==> config.mk <==
export PLATFORM = sky130hd
export DESIGN_NAME = sevenseg_score_scanner
export DESIGN_NICKNAME = d
export VERILOG_FILES = /design/src/rtl/sevenseg_score_scanner.sv
export SDC_FILE = /design/constraint.sdc
export NUM_CORES = 1
export LEC_CHECK = 0
export BUFFER_PORTS_ARGS = -buffer_cell sky130_fd_sc_hd__buf_2
export CORE_MARGIN = 8
export CORE_UTILIZATION = 50
export DETAILED_ROUTE_END_ITERATION = 16
export PLACE_DENSITY = 0.7
export SYNTH_ARGS = -nofsm -noshare
export SYNTH_HDL_FRONTEND = slang
export SYNTH_SLANG_ARGS = --single-unit
==> constraint.sdc <==
create_clock -name clk -period 5.91 [get_ports clk]
set_clock_uncertainty 0.05 [all_clocks]
set_input_delay 0.8865 -clock clk [delete_from_list [all_inputs] [get_ports clk]]
set_output_delay 0.8865 -clock clk [all_outputs]
set_load 0.005 [all_outputs]
==> src/rtl/sevenseg_score_scanner.sv <==
// Sequential double-dabble score converter driving a scanned common-anode seven-segment display.
// Optional leading-zero blanking is enabled by defining SEVENSEG_LZ_BLANK_EN.
module sevenseg_score_scanner #(
    parameter int NUM_DIGITS = 4,
    parameter int BIN_W      = 10,
    parameter int SCAN_DIV   = 250000
) (
    input  logic                      clk,
    input  logic                      rst,
    input  logic [BIN_W-1:0]          value,
    input  logic                      load,
    output logic                      busy,
    output logic                      ovf,
    output logic [4*NUM_DIGITS-1:0]   bcd,
    output logic [NUM_DIGITS-1:0]     an,
    output logic [6:0]                seg
);

    localparam int ACC_W = 4 * NUM_DIGITS;
    localparam int CNT_W = $clog2(BIN_W + 1);
    localparam int DIV_W = $clog2(SCAN_DIV);
    localparam int IDX_W = (NUM_DIGITS > 1) ? $clog2(NUM_DIGITS) : 1;

    function automatic logic [63:0] pow10(input int n);
        logic [63:0] r;
        r = 64'd1;
        for (int i = 0; i < n; i++) r = r * 64'd10;
        return r;
    endfunction

    localparam logic [63:0] MAX_VAL = pow10(NUM_DIGITS) - 64'd1;

    function automatic logic [ACC_W-1:0] dabble_adj(input logic [ACC_W-1:0] a);
        logic [ACC_W-1:0] r;
        r = a;
        for (int i = 0; i < NUM_DIGITS; i++)
            if (a[4*i +: 4] >= 4'd5) r[4*i +: 4] = a[4*i +: 4] + 4'd3;
        return r;
    endfunction

    function automatic logic [6:0] seg_decode(input logic [3:0] d);
        case (d)
            4'd0:    seg_decode = 7'b1000000;
            4'd1:    seg_decode = 7'b1111001;
            4'd2:    seg_decode = 7'b0100100;
            4'd3:    seg_decode = 7'b0110000;
            4'd4:    seg_decode = 7'b0011001;
            4'd5:    seg_decode = 7'b0010010;
            4'd6:    seg_decode = 7'b0000010;
            4'd7:    seg_decode = 7'b1111000;
            4'd8:    seg_decode = 7'b0000000;
            4'd9:    seg_decode = 7'b0010000;
            default: seg_decode = 7'b1111111;
        endcase
    endfunction

    typedef enum logic [1:0] {IDLE, SHIFT, COMMIT} state_t;

    state_t             state, state_nxt;
    logic [BIN_W-1:0]   shreg, cap, pend_val;
    logic [ACC_W-1:0]   acc;
    logic [CNT_W-1:0]   cnt;
    logic               pend;
    logic               restart;

    assign restart = pend || load;
    assign busy    = (state != IDLE);

    always_ff @(posedge clk or posedge rst) begin
        if (rst) state <= IDLE;
        else     state <= state_nxt;
    end

    always_comb begin
        state_nxt = state;
        case (state)
            IDLE:    if (load) state_nxt = SHIFT;
            SHIFT:   if (cnt == CNT_W'(1)) state_nxt = COMMIT;
            COMMIT:  state_nxt = restart ? SHIFT : IDLE;
            default: state_nxt = IDLE;
        endcase
    end

    // A load arriving during COMMIT restarts directly with the live value, which is the newest request.
    always_ff @(posedge clk or posedge rst) begin
        if (rst) begin
            shreg    <= '0;
            cap      <= '0;
            pend_val <= '0;
            acc      <= '0;
            cnt      <= '0;
            pend     <= 1'b0;
            bcd      <= '0;
            ovf      <= 1'b0;
        end else begin
            case (state)
                IDLE: if (load) begin
                    shreg <= value;
                    cap   <= value;
                    acc   <= '0;
                    cnt   <= CNT_W'(BIN_W);
                end
                SHIFT: begin
                    {acc, shreg} <= {dabble_adj(acc), shreg} << 1;
                    cnt          <= cnt - CNT_W'(1);
                    if (load) begin
                        pend_val <= value;
                        pend     <= 1'b1;
                    end
                end
                COMMIT: begin
                    if (64'(cap) > MAX_VAL) begin
                        bcd <= {NUM_DIGITS{4'h9}};
                        ovf <= 1'b1;
                    end else begin
                        bcd <= acc;
                        ovf <= 1'b0;
                    end
                    if (restart) begin
                        shreg <= load ? value : pend_val;
                        cap   <= load ? value : pend_val;
                        acc   <= '0;
                        cnt   <= CNT_W'(BIN_W);
                    end
                    pend <= 1'b0;
                end
                default: ;
            endcase
        end
    end

    logic [DIV_W-1:0] div;
    logic [IDX_W-1:0] idx;
    logic             blank;

    always_ff @(posedge clk or posedge rst) begin
        if (rst) begin
            div <= '0;
            idx <= '0;
        end else if (div == DIV_W'(SCAN_DIV - 1)) begin
            div <= '0;
            idx <= (idx == IDX_W'(NUM_DIGITS - 1)) ? '0 : idx + IDX_W'(1);
        end else begin
            div <= div + DIV_W'(1);
        end
    end

`ifdef SEVENSEG_LZ_BLANK_EN
    logic [IDX_W-1:0] top_nz;

    always_comb begin
        top_nz = '0;
        for (int i = 1; i < NUM_DIGITS; i++)
            if (bcd[4*i +: 4] != 4'd0) top_nz = IDX_W'(i);
        blank = !ovf && (idx > top_nz);
    end
`else
    assign blank = 1'b0;
`endif

    always_ff @(posedge clk or posedge rst) begin
        if (rst) begin
            an  <= '1;
            seg <= 7'b1111111;
        end else begin
            an  <= blank ? '1 : ~(NUM_DIGITS'(1) << idx);
            seg <= blank ? 7'b1111111 : seg_decode(bcd[idx*4 +: 4]);
        end
    end

endmodule

Word level (Yosys, flattened, before mapping). Memory sizes are Yosys's and may differ from the RTL's. A register that Yosys moved wholly into a read port is not among the register bits. Cells that the tools add are included.

Bits of input ports: 13. Bits in read-only memories: 112. Logic and storage cells: 64. Register bits after elaboration: 83. Memories kept: 1. Output and inout bits: 29.

Memory list: (name not given) (words 16, width 7, rd ports 1, clocked after memory_dff 1, write ports 0, RTL line 42) `case (d)`.

Add/subtract/negate cells: 7. $lt $le $gt $ge: 4. Reductions and logical operators: 8. Multiplexer cells: 22. Bitwise gates (word level): 1. Equal/unequal tests: 9. Shift-type cells: 2.

Operators by type and width (count): case mux 16 bit (3 select lines) (1); two-way mux 16 bit (2); two-way mux 10 bit (3); case mux 10 bit (3 select lines) (1); two-way mux 4 bit (5); adder 18 x 1 -> 18 bit (second input constant) (1); == test 18 bit (second input constant) (1); two-way mux 18 bit (1); >= comparator 4 x 3 -> 1 bit (second input constant) (4); variable part select 16 x 5 -> 4 bit (1); adder 4 x 2 -> 4 bit (second input constant) (3); case mux 4 bit (3 select lines) (1); != test 2 bit (second input constant) (4); two-way mux 2 bit (3); case mux 2 bit (3 select lines) (1); == test 2 bit (second input constant) (2); == test 4 x 1 -> 1 bit (second input constant) (1); NOT 4 bit (1); AND reduction 2 bit (2); nonzero test 2 bit (2); left shift 1 x 2 -> 4 bit (first input constant) (1); subtractor 4 x 1 -> 4 bit (second input constant) (1); adder 3 x 2 -> 3 bit (second input constant) (1); two-way mux 3 bit (1); 8 further kinds (9).

Longest topological paths before layout. Gate-level depths: netlist of the first run.

Depth in word-level cells: 3. Depth in mapped cells: 8. Depth with buffers taken out: 6.

Worst setup path before layout of the first run. Ideal clock, no wire load.

Path kind: in2reg. From: in load. To: reg acc[10]. Path buffers: 3. Cell stages on the path: 6. Data required time: 5.739 ns. Arrival: 2.065 ns. Setup time: 0.121 ns. Setup slack: 3.674 ns. Cell sequence: clkbuf_1 a21oi_1 or2_2 clkbuf_1 clkbuf_1 a22o_1.

Longest elaborated chain between the ends: 3. Elaborated cells on any way between the ends: 4. Classes of those cells: eq/ne (2); reduce/logical (2).

Ends and longest elaborated chain: start, declared (RTL line 11) `input logic load,`; logical OR 1 bit (RTL line 66) `assign restart = pend || load;`; != test 2 bit (no line); AND reduction 3 bit (no line) (*); end signal, assigned (RTL line 104) `{acc, shreg} <= {dabble_adj(acc), shreg} << 1;`; end, declared (RTL line 61) `logic [ACC_W-1:0] acc;`.

Mark *: on every way between the ends. The rest lies on a longest branch, timed or not. A chain may end at the register's enable or synchronous reset.

Final worst setup path of the first run.
From: reg state[0]. To: reg cnt[1].

Longest elaborated chain between the ends: 3. Elaborated cells on any way between the ends: 8. Classes of those cells: eq/ne (4); mux (1); reduce/logical (3).

Ends and longest elaborated chain: start, declared (RTL line 59) `state_t state, state_nxt;`; start signal, assigned (RTL line 71) `else state <= state_nxt;`; == test 2 bit (tied with other cells) (RTL line 96) `case (state)`; != test 2 bit (no line) or nonzero test 3 bit (tied branches); AND reduction 3 bit (no line); end signal, assigned (RTL line 101) `cnt <= CNT_W'(BIN_W);`; end signal, assigned (RTL line 105) `cnt <= cnt - CNT_W'(1);`; end signal, assigned (RTL line 123) `cnt <= CNT_W'(BIN_W);`; end, declared (RTL line 62) `logic [CNT_W-1:0] cnt;`.

Parallel ways exist; a longest one is shown, timed or not.

==> metrics.yaml, run 1 <==
status:
  outcome: "finished, final reports clean"
layout:
  drive_gt1_share_pct: 25.62
  area_delta_synth_final_pct: 11.10
  fin_util_pct: 57.61
  nNetsFinal: 473
  diodes: 0
synth:
  synthArstFlopShare_pct: 100.0
  synth_largest_area_cell: "dfrtp_1"
  ys_ff_latch: 90
  synth_common_cells: "79 x dfrtp_1, 31 x o21ai_0, 29 x mux2_2"
  syn_area_per_cell_um2: 11.28
  synth_top_cell_area_share_pct: 43.50
  synth-edff-count: 0
  synthFlopType: "dfrtp_1"
  synth.distinct_cells: 52
  yosysWarnings: 0
  synth_cells: 403
  ys_top_cells_by_area: "dfrtp_1 44%, mux2_2 7.2%, ha_1 6.6%"
  mappedNetlistNets: 440
  synth_most_common_cell: "dfrtp_1"
  seq_area_frac_synth_pct: 49.86
  netlist_area_mm2: 0.004544
grt:
  grt_pass1_vias: 3175
  globalRoute.totalOverflow: 0
  grt_max_degree: 79
  antenna_found_initial: 0
  grt_pass1_wl_um: 15040
  grt.total_usage_pct: 14.34
power_and_ir_drop:
  p_per_area_mw_per_mm2: 346.6
  leakagePower_nw: 2.370
  irDropWorstVdd_mv: 0.2504
setup_path:
  criticalPathCategory: "flip-flop to flip-flop"
  end_kind: "flip-flop"
  path_max_fanout: 29
  cp-start-kind: "flip-flop"
  cp_data_arrival_time_ns: 3.29
  crit_required_ns: 6.11
die:
  die_h_um: 111.3
  die_area_mm2: 0.01240
  fp.coreArea_mm2: 0.008763
  start_util_pct: 51.86
  die_w_um: 111.3
  pin_count: 42
  num_rows: 34
clocking:
  cts_root_buf: "clkbuf_8"
  cts.sink_count: 90
  cts_inserted_buffers: 9
  htree_num_levels: 3
  cts_max_path_buffers: 2
  post_cts_resized: 0
  clkTransAtPathRegs_ns: 0.09
  post-cts-setup-buffers: 0
  clk_latency_ns: 0.36
  cts_hold_repair.buffers: 0
  cts_tree: "built"
drt:
  via_count: 3111
  drc: 0
  viasPerCell: 5.667
  final_antenna_net_count: 0
  first_pass_iters: 5
  avgRoutedWirePerCell_um: 15.84
  drt_wl_total_um: 8698
  drtIter0Drc: 205
worst_hold_path:
  hp-class: "input port to async pin"
place:
  io_buffer_count: 40
  place_ws_ns: 2.848
  dp.final_hpwl_um: 6027
  routabilityCongestion: 0.8104
timing:
  tns_ns: 0
  slew_headroom_pct: 17.05
  finalHoldViolCount: 0
  fmax_ghz: 0.3230
  finalSetupViolations: 0
  worst_slack_ns: 2.814
  fin_crit_ns: 3.096
  maxSlewViolCount: 0
  tightest_slew_ns: 1.244
  fin_crit_sh_pct: 52.38
  rsz0062_at_grt: "false"
run:
  max_cap_viol_count: 0
[per-layer routing]
| metal | wire length [um] | global-route usage (%) |
|---|---|---|
| met5 | 0 | 0 |
| met4 | 86 | 4.622 |
| met3 | 356 | 3.918 |
| met2 | 4236 | 23.79 |
| met1 | 4018 | 17.71 |
[where the power goes]
group / switching (mW) / total [mW] / internal [mW]
Sequential: 0.0725 / 0.811 / 0.739
Combinational: 0.251 / 0.459 / 0.208
Clock: 0.225 / 0.479 / 0.254
[cell families after synthesis]
| logic type | Yosys count | share of synthesized area (%) |
|---|---|---|
| buffers and inverters | 48 | 4.130 |
| muxes | 39 | 10.60 |
| adders and majority gates | 24 | 6.608 |
| and+or+nand+nor | 89 | 10.99 |
| AOI/OAI and AO/OA | 94 | 14.26 |
| xor gates and xnor gates | 18 | 3.469 |
| other | 1 | 0.08252 |
| DFF | 90 | 49.86 |
[registers in the layout, indices dropped and copies added, names as in the netlist, 4 cells and up]
| signal | count |
|---|---|
| seg | 7 |
| bcd | 16 |
| an | 4 |
| pend_val | 10 |
| shreg | 10 |
| div | 18 |
| cnt | 4 |
| acc | 16 |
[cells in the final DEF (no fill, tap or decap), drive strengths merged, types with 2 or more instances in the layout]
cell    netlist  layout
mux2         30      30
a22o         19      19
nand3         6       6
buf           4      43
mux2i         5       5
dfstp        11      11
and4          4       4
xnor2        10      10
ha           24      24
xor2          8       8
o22a          2       2
clkbuf       17      10
nand4         6       6
nand2b        9       9
a21oi        18      18
dfrtp        79      79
bufinv        0       2
o21ai        31      31
nand2        11      11
nor3          7       7
o31ai         4       4
nor3b         2       2
a32o          3       3
mux4          4       4
inv          27      29
or2           2       2
a222oi        8       8
nor2b         3       3
o41ai         3       3
nor2         26      26
nor4          2       2
or3           4       4
[worst max-delay path: stages, from the launching register on]
cell and delay (ns):
dfrtp_1 0.42, inv_1 0.10, ha_1 1.00, nand2b_1 0.12, a21oi_1 0.18, buf_4 0.25, or2_2 0.47, mux2_2 0.39
[path summary, 6_finish.rpt]
check / from / to / slack, ns / cells past startpoint
max reg2reg: state[0] / cnt[1] / 2.81 / 7
min: rst / pend_val[1] / 0.37 / 2
min reg2reg: div[0] / div[0] / 0.44 / 1
max: state[0] / cnt[1] / 2.81 / 7
max in group asynchronous: rst / shreg[3] / 4.23 / 3
min in group clk: div[0] / div[0] / 0.44 / 1
[through the flow]
stage               cell area [um2]  hold WS [ns]  power [mW]  cells
detailed placement             4817        0.4240       1.285    533
CTS                            5049        0.3580       1.769    549
floorplan                      4544        0.3979       1.158    403
global placement               4817        0.4175       1.263    533
finish                         5049        0.3675       1.750    549
global route                   5049        0.3703       1.865    549
[layout make-up]
type | instances | area (um2)
multi-input combinational | 265 | 2091
clock inverter | 6 | 93.84
tap | 108 | 135.1
inverter | 27 | 102.6
sequential | 90 | 2266
clock buffer | 10 | 137.6
fill | 749 | 3715
timing repair buffer | 43 | 222.7
Note: power is estimated with default switching activity, not from simulation.
==> run 2, diff against run 1 <==
- ABC_AREA: not set -> 1
- PLACE_DENSITY: 0.7 -> 0.72
- clock period: 5.91 -> 2.82 ns (I/O delays scaled with it)
==> metrics.yaml, run 2 <==
synth:
  syn_area_per_cell_um2: 8.148  # -28%
  synth_common_cells: "174 x nand2_1, 79 x dfrtp_1, 62 x inv_1"
  synthArstFlopShare_pct: 100.0  # unchanged
  synth_largest_area_cell: "dfrtp_1"
  seq_area_frac_synth_pct: 47.30  # -2.6 points
  synth_most_common_cell: "nand2_1"
  synth_cells: 588  # +46%
  synth_top_cell_area_share_pct: 41.26  # -2.2 points
  synth.distinct_cells: 38  # -27%
  mappedNetlistNets: 625  # +42%
  synth-edff-count: 0  # unchanged
  ys_ff_latch: 90  # unchanged
  synthFlopType: "dfrtp_1"
  ys_top_cells_by_area: "dfrtp_1 41%, nand2_1 14%, ha_1 6.3%"
  netlist_area_mm2: 0.004791  # +5.4%
  yosysWarnings: 0  # unchanged
timing:
  fin_crit_sh_pct: 72.12  # +20 points
  finalSetupViolations: 0  # unchanged
  finalHoldViolCount: 0  # unchanged
  rsz0062_at_grt: "false"
  fmax_ghz: 0.4917  # +52%
  fin_crit_ns: 2.034  # -1.062 ns
  tightest_slew_ns: 0.8236  # -0.4207 ns
  timing.hold.ws_ns: 0.005593  # -0.3619 ns
  maxSlewViolCount: 0  # unchanged
  slew_headroom_pct: 45.03  # +28 points
  worst_slack_ns: 0.7861  # -2.028 ns
  tns_ns: 0  # unchanged
layout:
  fin_util_pct: 56.79  # -0.82 points
  regMostFlops: "div"
  drive_gt1_share_pct: 15.98  # -9.6 points
  regArea_mm2: 0.002266  # unchanged
  largest_register_ffs: 18  # unchanged
  final_cells: 761  # +39%
  largestRegisters: "div x18, acc x16, bcd x16"
  nNetsFinal: 664  # +40%
  diodes: 0  # unchanged
  layout_commonest_cell: "nand2_1"
  postLayoutCellArea_mm2: 0.005273  # +4.4%
  nFillCells: 869  # +16%
  multi_input_area_mm2: 0.002163  # +3.5%
  final_cell_mix: "174 x nand2_1, 79 x dfrtp_1, 61 x inv_1"
  area_delta_synth_final_pct: 10.05
run:
  max_cap_viol_count: 0  # unchanged
setup_path:
  criticalPathCategory: "flip-flop to flip-flop"
  cp_data_arrival_time_ns: 2.22  # -1.07 ns
  cp-start-kind: "flip-flop"
  crit_required_ns: 3.01  # -3.10 ns
  path_max_fanout: 33  # +14%
  end_kind: "flip-flop"
clocking:
  post-cts-setup-buffers: 0  # unchanged
  clkTransAtPathRegs_ns: 0.10  # about the same
  cts.sink_count: 90  # unchanged
  cts_max_path_buffers: 2  # unchanged
  cts_tree: "built"
  clk_latency_ns: 0.35  # about the same
  cts_hold_repair.buffers: 0  # unchanged
  htree_num_levels: 3  # unchanged
  cts_root_buf: "clkbuf_8"
  post_cts_resized: 0  # unchanged
  cts_inserted_buffers: 9  # unchanged
die:
  pin_count: 42  # unchanged
  die_w_um: 113.9  # +2.3%
  die_area_mm2: 0.01297  # +4.6%
  fp.coreArea_mm2: 0.009284  # +5.9%
  start_util_pct: 51.60  # -0.25 points
  num_rows: 35  # +2.9%
  die_h_um: 113.9  # +2.3%
drt:
  drt_wl_total_um: 9319  # +7.1%
  viasPerCell: 5.054  # -11%
  drtIter0Drc: 159  # -22%
  avgRoutedWirePerCell_um: 12.25  # -23%
  final_antenna_net_count: 0  # unchanged
  drc: 0  # unchanged
  first_pass_iters: 4  # -1
  via_count: 3846  # +24%
grt:
  grt_pass1_vias: 3619  # +14%
  globalRoute.totalOverflow: 0  # unchanged
  antenna_found_initial: 0  # unchanged
  grt_max_degree: 37  # -53%
  grt_pass1_wl_um: 16400  # +9.0%
  grt.total_usage_pct: 15.16  # +0.83 points
place:
  io_buffer_count: 40  # unchanged
  dp.final_hpwl_um: 7033  # +17%
  routabilityCongestion: 0.8541  # +5.4%
  place_ws_ns: 0.8082  # -2.040 ns
  post_dp_cell_area_mm2: 0.005095  # +5.8%
  dp.cells: 745  # +40%
power_and_ir_drop:
  irDropWorstVdd_mv: 0.5417  # +120%
  report.power.total_mw: 3.921  # +120%
  leakagePower_nw: 2.674  # +13%
  p_per_area_mw_per_mm2: 743.6  # +110%
status:
  outcome: "finished, final reports clean"
worst_hold_path:
  hp-class: "input port to async pin"
[run 2: cell type report]
cell class / instances / share of cell area [%]
multi-input cells: 413 / 41.03
repair buffers: 43 / 4.461
clock inverters: 6 / 0.7594
inverters: 70 / 5.102
clock buffers: 10 / 2.610
flip-flops and latches: 90 / 42.98
well taps: 129 / 3.061
[run 2: critical path: stages (launching register included)]
cell	delay (ns)
dfrtp_1	0.41
inv_1	0.08
ha_1	0.32
inv_1	0.65
o21ai_0	0.23
nand3_1	0.13
nand2_1	0.06
[run 2: routing by layer]
layer	wire, um	global-route usage, %	up-vias
met5	0	0	-
met4	96	5.058	0
met3	399	3.117	8
met2	4228	24.14	75
met1	4594	20.08	1815
li1	-	-	1948
[run 2: path summary, 6_finish.rpt]
check,start,endpoint,slack (ns),cells past startpoint
max reg2reg,state[0],state[0],0.79,6
min reg2reg,div[0],div[0],0.41,1
min in group clk,value[3],pend_val[3],0.26,3
min,rst,bcd[11],0.006,2
max,state[0],state[0],0.79,6
max in group asynchronous,rst,an[2],2.06,3
[run 2: kinds of logic (layout without fill, tap and decap cells)]
logic type / after synthesis / in the layout / synth area share (%)
AOI/OAI and AO/OA: 97 / 97 / 11.47
xor gates and xnor gates: 10 / 10 / 1.828
adders and majority gates: 24 / 24 / 6.268
buffers and inverters: 85 / 129 / 7.547
DFF: 90 / 90 / 47.30
muxes: 1 / 1 / 0.4701
other: 1 / 1 / 0.07827
and+or+nand+nor: 280 / 280 / 25.05
[run 2: power by group]
part,internal [mW],switching (mW),total (mW),leakage [nW]
Combinational,0.473,0.947,1.42,1.42
Clock,0.344,0.452,0.796,0.0924
Sequential,1.57,0.139,1.70,1.16
Total,2.38,1.54,3.92,2.67
==> run 3, diff against run 2 <==
- ABC_AREA: 1 -> 0
- PLACE_DENSITY: 0.72 -> 0.7
- clock period: 2.82 -> 2 ns (I/O delays scaled with it)
==> metrics.yaml, run 3 (synthesized netlist as in run 1, its figures left out) <==
drt:
  via_count: 3247  # -16%
  first_pass_iters: 5  # +1
  drt_wl_total_um: 9198  # -1.3%
  drc: 0  # unchanged
  final_antenna_net_count: 0  # unchanged
  viasPerCell: 5.788  # +15%
  avgRoutedWirePerCell_um: 16.40  # +34%
  drtIter0Drc: 149  # -6.3%
setup_path:
  cp_data_arrival_time_ns: 2.07  # -0.15 ns
  cp-start-kind: "flip-flop"
  r2r_start: "div[6]"
  crit_required_ns: 2.19  # -0.82 ns
  criticalPathCategory: "flip-flop to flip-flop"
  path_max_fanout: 5  # -85%
  startpoint: "div[6]"
  slowest_delay_ns: 0.44  # -0.21 ns
  cp_top_family: "simple AND/OR/NAND/NOR gates"
  worst_path_max_delay_cell: "dfrtp_1"
  crit_chain: "nor4b_2 -> nand4_2 -> nor4_4 -> mux2_4"
  end_kind: "flip-flop"
  crit_buf_inv: 0  # -2
die:
  pin_count: 42  # unchanged
  die_area_mm2: 0.01240  # -4.4%
  die_w_um: 111.3  # -2.2%
  start_util_pct: 51.86  # +0.25 points
  die_h_um: 111.3  # -2.2%
  fp.coreArea_mm2: 0.008763  # -5.6%
  num_rows: 34  # -2.9%
place:
  routabilityCongestion: 0.8478  # -0.74%
  dp.final_hpwl_um: 6392  # -9.1%
  io_buffer_count: 40  # unchanged
grt:
  grt_pass1_wl_um: 15790  # -3.7%
  grtUsageMet1_pct: 19.37  # -0.71 points
  grt_max_degree: 42  # +14%
  antenna_found_initial: 0  # unchanged
  top_usage_layer: "met2"
  grt_pass1_vias: 3259  # -9.9%
  grt.total_usage_pct: 15.19  # +0.030 points
  grt_use_met3_pct: 4.777  # +1.7 points
  use_met2_pct: 23.71  # -0.44 points
  globalRoute.totalOverflow: 0  # unchanged
layout:
  regMostFlops: "div"
  largest_register_ffs: 18  # unchanged
  diodes: 0  # unchanged
  nNetsFinal: 485  # -27%
  final_cell_mix: "78 x dfrtp_1, 41 x buf_2, 31 x o21ai_0"
  fin_util_pct: 58.95  # +2.2 points
  largestRegisters: "div x18, acc x16, bcd x16"
  nFillCells: 734  # -16%
  area_delta_synth_final_pct: 13.68
  drive_gt1_share_pct: 28.26  # +12 points
  layout_commonest_cell: "dfrtp_1"
clocking:
  cts.sink_count: 90  # unchanged
  cts_root_buf: "clkbuf_8"
  clkTransAtPathRegs_ns: 0.10  # about the same
  cts_max_path_buffers: 2  # unchanged
  clk_latency_ns: 0.36  # about the same
  cts_inserted_buffers: 9  # unchanged
  post-cts-setup-buffers: 0  # unchanged
  cts_tree: "built"
  htree_num_levels: 3  # unchanged
timing:
  tightest_slew_ns: 0.6221  # -0.2015 ns
  rsz0062_at_grt: "true"
  fin_crit_ns: 1.878  # -0.1561 ns
  finalHoldViolCount: 0  # unchanged
  maxSlewViolCount: 0  # unchanged
  slew_headroom_pct: 58.44  # +13 points
  finalSetupViolations: 0  # unchanged
  fin_crit_sh_pct: 93.89  # +22 points
  fmax_ghz: 0.5325  # +8.3%
  tns_ns: 0  # unchanged
worst_hold_path:
  hp-class: "input port to flip-flop"
  worst_hold_startpoint: "value[8]"
power_and_ir_drop:
  irDropWorstVdd_mv: 0.5871  # +8.4%
  leakagePower_nw: 2.422  # -9.4%
  p_per_area_mw_per_mm2: 995.1  # +34%
  report.power.total_mw: 5.141  # +31%
status:
  outcome: "finished, final reports clean"
run:
  max_cap_viol_count: 0  # unchanged
run 3: changes by cell type in the layout (fill, tap and decap cells not counted), moves of 9 or more:
cell | previous run | this run
nand2_1 | 174 | 11
a22o_1 | 0 | 19
mux2_2 | 0 | 29
o211ai_1 | 9 | 0
inv_1 | 61 | 25
o21ai_0 | 50 | 31
nor2_1 | 51 | 25
nand3_1 | 35 | 6
xnor2_1 | 1 | 10
o21ai_1 | 11 | 0
nand2b_1 | 0 | 9
run 3: final timing paths:
kind	endpoint	slack [ns]	cells past startpoint
max in group asynchronous	seg[1]	0.73	4
min in group asynchronous	div[2]	0.51	3
hold / removal	pend_val[8]	0.15	2
setup / recovery	idx[1]	0.12	4
setup reg to reg	idx[1]	0.12	4
hold reg to reg	div[0]	0.44	1
run 3: worst register-to-register path: stages, from the launching register on:
cell     delay, ns
dfrtp_1       0.44
nor4b_2       0.31
nand4_2       0.19
nor4_4        0.44
mux2_4        0.33
run 3: layout make-up:
type | instances | area [um2] | area share, %
Multi-Input combinational cell | 265 | 2107 | 40.78
Clock buffer | 12 | 155.1 | 3.003
Sequential cell | 90 | 2267 | 43.88
Timing Repair Buffer | 55 | 341.6 | 6.612
Inverter | 27 | 108.9 | 2.107
Tap cell | 108 | 135.1 | 2.616
Clock inverter | 4 | 51.30 | 0.9930
run 3: timing repair:
| action | CTS | global route |
|---|---|---|
| gates resized for setup | 0 | 8 |
| hold buffers | 1 | 0 |
| endpoints found under the setup margin | 0 | 29 |
| hold endpoints to repair | 22 | 0 |
run 3: metrics by stage:
| stage | worst slack [ns] | hold slack [ns] | area, um2 | cells |
|---|---|---|---|---|
| final | 0.1222 | 0.1504 | 5166 | 561 |
| after global routing | -0.03764 | 0.1393 | 5166 | 561 |
| after CTS | 0.006914 | 0.1300 | 5136 | 560 |
| after detailed placement | 0.01670 | 0.3570 | 4920 | 543 |
| after global placement | 0.1101 | 0.3567 | 4920 | 543 |
| after floorplan | 0.1050 | 0.3979 | 4548 | 403 |
run 3: per-layer routing:
metal	vias to the layer above	routed length [um]	part of all wire, %
met1	1625	4139	45
li1	1539	-	-
met3	7	435	4.7
met2	76	4532	49
met4	0	91	0.99
met5	-	0	0
run 3: report_power, final:
part	total (mW)	leakage, nW	switching (mW)	internal [mW]
clock network	1.28	0.103	0.635	0.647
logic	1.46	1.17	0.795	0.661
registers	2.40	1.15	0.220	2.18
